### config.mk
export PLATFORM = sky130hd
export DESIGN_NAME = imem_loader
export DESIGN_NICKNAME = d
export VERILOG_FILES = /design/src/rtl/imem_loader.sv
export SDC_FILE = /design/constraint.sdc
export NUM_CORES = 1
export LEC_CHECK = 0
export ABC_CLOCK_PERIOD_IN_PS = 8000
export BUFFER_PORTS_ARGS = -buffer_cell sky130_fd_sc_hd__buf_4
export CORE_ASPECT_RATIO = 2
export CORE_MARGIN = 3
export CORE_UTILIZATION = 45
export CTS_BUF_LIST = sky130_fd_sc_hd__clkbuf_8
export DETAILED_ROUTE_END_ITERATION = 8
export HOLD_SLACK_MARGIN = 0.12
export PLACE_DENSITY = 0.66
export SYNTH_ARGS = -nofsm -noshare
export SYNTH_HDL_FRONTEND = slang
export SYNTH_SLANG_ARGS = --single-unit
### constraint.sdc
create_clock -name clk -period 8 [get_ports clk]
set_input_delay 1.6 -clock clk [delete_from_list [all_inputs] [get_ports clk]]
set_output_delay 1.6 -clock clk [all_outputs]
set_load 0.01 [all_outputs]
### src/rtl/imem_loader.sv
// Boot loader for the instruction memory: parses SYNC/CNT/data/CHK frames from a byte
// stream, writes big-endian words, and holds the CPU in reset until a frame checks good.
module imem_loader #(
   parameter int         ADDR_W  = 8,
   parameter logic [7:0] SYNC    = 8'hA5,
   parameter int         TIMEOUT = 50000
) (
   input  logic              clk,
   input  logic              reset,
   input  logic [7:0]        byte_in,
   input  logic              byte_valid,
   output logic              imem_we,
   output logic [ADDR_W-1:0] imem_addr,
   output logic [31:0]       imem_wdata,
   output logic              cpu_hold,
   output logic              done,
   output logic              err
);

   localparam int IW = (TIMEOUT > 0) ? $clog2(TIMEOUT + 1) : 1;

   typedef enum logic [2:0] {S_IDLE, S_COUNT, S_DATA, S_CHECK, S_DONE, S_ERROR} state_t;

   state_t              state_q, state_d;
   logic [7:0]          cnt_q, cnt_d;
   logic [7:0]          wcnt_q, wcnt_d;
   logic [ADDR_W-1:0]   widx_q, widx_d;
   logic [1:0]          bidx_q, bidx_d;
   logic [7:0]          acc_q, acc_d;
   logic [23:0]         asm_q, asm_d;
   logic [IW-1:0]       idle_q, idle_d;
   logic                we_q, we_d;
   logic [ADDR_W-1:0]   addr_q, addr_d;
   logic [31:0]         wdata_q, wdata_d;
   logic                hold_q, hold_d;
   logic                done_q, done_d;
   logic                err_q, err_d;
   logic                active, timeout_hit;

   always_comb begin
      state_d = state_q;
      cnt_d   = cnt_q;
      wcnt_d  = wcnt_q;
      widx_d  = widx_q;
      bidx_d  = bidx_q;
      acc_d   = acc_q;
      asm_d   = asm_q;
      idle_d  = idle_q;
      we_d    = 1'b0;
      addr_d  = addr_q;
      wdata_d = wdata_q;
      hold_d  = hold_q;
      done_d  = done_q;
      err_d   = err_q;

      active      = (state_q == S_COUNT) || (state_q == S_DATA) || (state_q == S_CHECK);
      // Fires on the (TIMEOUT+1)-th silent edge after the last accepted byte.
      timeout_hit = (TIMEOUT != 0) && !byte_valid && (idle_q == IW'(TIMEOUT));

      if (active) begin
         if (byte_valid)
            idle_d = '0;
         else if (!timeout_hit)
            idle_d = idle_q + 1'b1;
      end

      case (state_q)
         S_IDLE, S_DONE, S_ERROR: begin
            if (byte_valid && byte_in == SYNC) begin
               state_d = S_COUNT;
               bidx_d  = '0;
               widx_d  = '0;
               wcnt_d  = '0;
               acc_d   = '0;
               idle_d  = '0;
               hold_d  = 1'b1;
               done_d  = 1'b0;
               err_d   = 1'b0;
            end
         end
         S_COUNT: begin
            if (byte_valid) begin
               cnt_d   = byte_in;
               state_d = S_DATA;
            end
         end
         S_DATA: begin
            if (byte_valid) begin
               asm_d  = {asm_q[15:0], byte_in};
               acc_d  = acc_q ^ byte_in;
               bidx_d = bidx_q + 2'd1;
               if (bidx_q == 2'd3) begin
                  we_d    = 1'b1;
                  addr_d  = widx_q;
                  wdata_d = {asm_q, byte_in};
                  widx_d  = widx_q + 1'b1;
                  wcnt_d  = wcnt_q + 8'd1;
                  // wcnt counts completed words, so the CNT-th index is the last one.
                  if (wcnt_q == cnt_q)
                     state_d = S_CHECK;
               end
            end
         end
         S_CHECK: begin
            if (byte_valid) begin
               if (byte_in == acc_q) begin
                  state_d = S_DONE;
                  done_d  = 1'b1;
                  hold_d  = 1'b0;
               end else begin
                  state_d = S_ERROR;
                  err_d   = 1'b1;
               end
            end
         end
         default: state_d = S_IDLE;
      endcase

      if (active && timeout_hit) begin
         state_d = S_ERROR;
         err_d   = 1'b1;
      end
   end

   always_ff @(posedge clk or posedge reset) begin
      if (reset) begin
         state_q <= S_IDLE;
         cnt_q   <= '0;
         wcnt_q  <= '0;
         widx_q  <= '0;
         bidx_q  <= '0;
         acc_q   <= '0;
         asm_q   <= '0;
         idle_q  <= '0;
         we_q    <= 1'b0;
         addr_q  <= '0;
         wdata_q <= '0;
         hold_q  <= 1'b1;
         done_q  <= 1'b0;
         err_q   <= 1'b0;
      end else begin
         state_q <= state_d;
         cnt_q   <= cnt_d;
         wcnt_q  <= wcnt_d;
         widx_q  <= widx_d;
         bidx_q  <= bidx_d;
         acc_q   <= acc_d;
         asm_q   <= asm_d;
         idle_q  <= idle_d;
         we_q    <= we_d;
         addr_q  <= addr_d;
         wdata_q <= wdata_d;
         hold_q  <= hold_d;
         done_q  <= done_d;
         err_q   <= err_d;
      end
   end

   assign imem_we    = we_q;
   assign imem_addr  = addr_q;
   assign imem_wdata = wdata_q;
   assign cpu_hold   = hold_q;
   assign done       = done_q;
   assign err        = err_q;

endmodule

-- After elaboration in Yosys (flattened, before gate mapping)
Cells that the tools add are included.
- logic and storage cells: 101
- bits of input ports: 11
- register bits: 121
- equality and inequality tests: 22
- reductions and logical operators: 19
- mux-type cells: 41
- bitwise operators: 1
- add/subtract/negate cells: 4
- operator list (cell ; count):
    $mux 16 ; 5
    $mux 8 ; 6
    $pmux 8 s2 ; 3
    $mux 3 ; 7
    $add 16x1->16 const B ; 1
    $add 8x1->8 const B ; 2
    $eq 16x16->1 const B ; 1
    $eq 8x8->1 ; 2
    $mux 1 ; 13
    $ne 3x2->1 const B ; 4
    $pmux 3 s4 ; 1
    $reduce_and 4->1 ; 3
    $eq 8x8->1 const B ; 1
    $xor 8x8->8 ; 1
    $eq 3x2->1 const B ; 2
    $eq 3x3->1 const B ; 2
    $ne 2x2->1 const B ; 3
    $ne 3x1->1 const B ; 2
    $pmux 1 s2 ; 3
    $reduce_and 3->1 ; 2
    $reduce_and 6->1 ; 1
    $mux 2 ; 2
    $ne 2x1->1 const B ; 2
    $pmux 2 s2 ; 1
    other kinds (12) ; 17

-- Depth between registers and ports, before layout
- word-level depth: 7
- gate-level depth with buffers: 9

-- Least setup slack after synthesis
OpenSTA, ideal clock, no wires.
- path kind: input -> register
- from: in byte_in[3]
- to: reg idle_q[10]
- data arrival time: 2706 ps
- data required time: 7879 ps
- buffers on the path: 1
- slack: 5173 ps
- library setup time: 121 ps
- cell stages on the path: 6
- cells stage by stage: nor4b_1 > and3b_1 > nand2_1 > o21ai_1 > buf_2 > nor2_1
- longest elaborated chain between the ends: 4
- ends and longest elaborated chain (item ; RTL line ; text):
    start, declared ; 10 ; input logic [7:0] byte_in,
    $eq 8x8->1 ; 69 ; if (byte_valid && byte_in == SYNC) begin
    $logic_and 1x1->1 ; 69 ;
    $mux 16 ; 69 ;
    $mux 16 ; 67 ; case (state_q)
    net idle_d[10] ; 31 ; logic [IW-1:0] idle_q, idle_d;
    end signal, assigned ; 149 ; idle_q <= idle_d;
    end, declared ; 31 ;
The timed path passes the listed nets, and every way through them passes these cells.
A chain may end at the register's enable or synchronous reset.

-- Worst setup path after layout
- from: in byte_valid
- to: reg addr_q[6], in the netlist imem_addr[6]
- longest elaborated chain between the ends: 1
- ends and longest elaborated chain (item ; RTL line ; text):
    start, declared ; 11 ; input logic byte_valid,
    $reduce_and 3->1 (no source line) ; n/a ;
    end signal, assigned ; 151 ; addr_q <= addr_d;
    end, declared ; 33 ; logic [ADDR_W-1:0] addr_q, addr_d;
Every way passes these cells.

==> qor.csv <==
metric,value,unit
grt_pass1_wl,19700,µm
max_cap_viol_count,0,
diodes,0,
port_buffers,54,
fp.coreArea,11800,µm²
die_y,161,µm
instances_no_fill,758,
die_area,13500,µm²
critPathLaunchType,primary input,
boundaryPins,55,
fin_crit,3480,ps
skew,9.78,ps
drc,0,
die_w,83.7,µm
path_max_fanout,43,
drive_gt1_share,17.8,%
crit_chain,buf_4 > inv_1 > nor2_4 > nand2_4 > clkinv_4 > mux2_2,
antenna_found_initial,0,
setup-tns-final,0,ps
synth.avg_cell_area,9.91,µm²
grt_usage,18.3,%
cts_inserted_buffers,17,
clk-insertion-delay-late,440,ps
drt_iter0_drc,293,
crit_type,primary input to register,
min_period_over_period,43.5,%
syn-instance-count,548,
vias,4076,
power,1940,µW
maxSlewViolCount,0,
critPathTopFamily,simple AND/OR/NAND/NOR gates,
synth.ff_latch_count,121,
dr.pass1.iters,7,
path_buf_inv,3,
layout.nets,616,
clk_pin_slew,70,ps
dp.final_hpwl,8070,µm
ctsHtreeMaxLevel,4,
ctsHoldBuffers,0,
synthArstFlopShare,100,%
clockBufferDepth,2,
slew_headroom,25.2,%
required,8320,ps
synth-edff-count,0,
grt_overflow,0,
outcome,"complete, no violations",
wl_per_cell,15.6,µm
power_leakage,0.00325,µW
yosys_warnings,0,
worstHoldPathType,register to register,
initial_utilization,46.1,%
p_per_area,307,nW/µm²
min_path_cells,2,
rr_worst_depth,5,
syn_nets,564,
slowest_stage,nor2_4,
post_cts_resized,0,
hold_viol_final,0,
cp-end-kind,register,
irDropWorstVdd,0.000222,V
rsz0062_at_grt,false,
area_growth,16.4,%
crit_arrival,3800,ps
dpl.cell_count,726,
worst_pin_slew,1120,ps
cts_tree,built,
row_count,56,
synthDistinctLibCells,49,
utilization,53.7,%
synthFlopType,dfrtp_1,
ant_nets,0,
wl,11800,µm
seq_area_frac_synth,55.8,%
fmax,288,MHz
grt_pass1_vias,4054,
place_congestion,0.851,
setup_viol,0,
max_stage_delay,700,ps
grt_max_degree,63,
syn-cell-area,5430,µm²
path_depth,6,
clock_tree.root_cell,clkbuf_8,
post_cts_buffers,0,
viasPerCell,5.38,
clock-sinks,121,
-- worst register-to-register path, delay by kind of cell, from the launching register on --
family                 cells  cell delay (ps)
AND/OR/NAND/NOR            3             1540
flip-flops                 1              530
multiplexers               1              390
buffers and inverters      1              370
-- area by class of cell --
cell class / instances / area (µm²)
Clock buffer: 18 / 248
Clock inverter: 14 / 173
Fill cell: 1028 / 5450
Inverter: 9 / 41.3
Multi-Input combinational cell: 396 / 2240
Sequential cell: 121 / 3030
Tap cell: 145 / 181
Timing Repair Buffer: 55 / 413
-- report_power, final --
| group | switching [µW] | internal (µW) | total [µW] |
|---|---|---|---|
| clock network | 256 | 319 | 575 |
| logic | 249 | 189 | 437 |
| registers | 159 | 771 | 930 |
-- synth_stat cells, types with 2 or more instances --
| cell | instances | area share (%) |
|---|---|---|
| o21ai_0 | 28 | 2.6 |
| ha_1 | 5 | 1.2 |
| xor2_1 | 23 | 3.7 |
| o22ai_1 | 2 | 0.23 |
| inv_1 | 8 | 0.55 |
| clkbuf_1 | 10 | 0.69 |
| nor3_1 | 6 | 0.55 |
| dfrtp_1 | 120 | 55 |
| nor4b_1 | 2 | 0.32 |
| xnor2_1 | 7 | 1.1 |
| and3_1 | 6 | 0.69 |
| and3b_1 | 2 | 0.32 |
| buf_2 | 7 | 0.64 |
| o21ai_1 | 6 | 0.55 |
| a221o_1 | 2 | 0.37 |
| o41ai_1 | 2 | 0.32 |
| a22o_1 | 7 | 1.1 |
| mux2_1 | 10 | 2.1 |
| nand4_1 | 16 | 1.8 |
| mux2_2 | 13 | 2.7 |
| a31oi_1 | 4 | 0.46 |
| a21oi_1 | 13 | 1.2 |
| nor4bb_1 | 2 | 0.37 |
| nor4_1 | 4 | 0.46 |
| mux2i_1 | 7 | 1.3 |
| nand3_1 | 6 | 0.55 |
| buf_6 | 4 | 0.83 |
| nand2_1 | 171 | 12 |
| nor2_1 | 35 | 2.4 |
-- placed cells by master (no fill, tap or decap), drive strengths merged, types with 3 or more instances in the layout --
| cell | instances |
|---|---|
| a21oi | 14 |
| a22o | 7 |
| a31oi | 4 |
| and3 | 6 |
| buf | 55 |
| bufinv | 3 |
| clkbuf | 18 |
| clkinv | 7 |
| dfrtp | 120 |
| ha | 5 |
| inv | 12 |
| mux2 | 23 |
| mux2i | 7 |
| nand2 | 172 |
| nand3 | 6 |
| nand4 | 16 |
| nor2 | 37 |
| nor3 | 6 |
| nor4 | 5 |
| o21ai | 34 |
| xnor2 | 7 |
| xor2 | 23 |
-- metrics by stage --
step,instance area (µm²),worst slack (ps),hold WS [ps]
after floorplan,5430,3190,437
after global placement,5900,4120,452
after detailed placement,5900,4050,457
after CTS,6320,4520,475
after global routing,6320,4340,503
final,6320,4520,472
-- path summary, 6_finish.rpt --
kind | to | startpoint | slack [ps]
min | imem_wdata[27] | asm_q[19] | 470
min reg2reg | imem_wdata[27] | asm_q[19] | 470
max reg2reg | imem_addr[6] | state_q[1] | 5070
max in group asynchronous | imem_wdata[3] | reset | 5430
min in group asynchronous | asm_q[22] | reset | 1300
max | imem_addr[6] | byte_valid | 4520
-- layer usage --
layer	wire (µm)	up-vias	global-route usage, %
met3	531	23	4.03
li1	-	1959	-
met5	0	-	0
met4	267	0	8.20
met2	6260	118	32.7
met1	4770	1976	20.5
-- cell families after synthesis --
family                   Yosys count  synth area share, %
buffers and inverters             31                 3.02
AND/OR/NAND/NOR                  260                 21.3
AO/OA/AOI/OAI                     71                 7.90
XOR/XNOR                          30                 4.84
adder cells (fa/ha/maj)            5                 1.15
multiplexers                      30                 6.06
flip-flops                       121                 55.8
-- flip-flops by register name, summed over array words and instances (netlist names), 2 cells and up --
name,flops
acc_q,8
state_q,3
imem_addr,8
idle_q,16
bidx_q,2
cnt_q,8
asm_q,24
widx_q,8
wcnt_q,8
imem_wdata,32
Power figures use the tool's default switching activity.
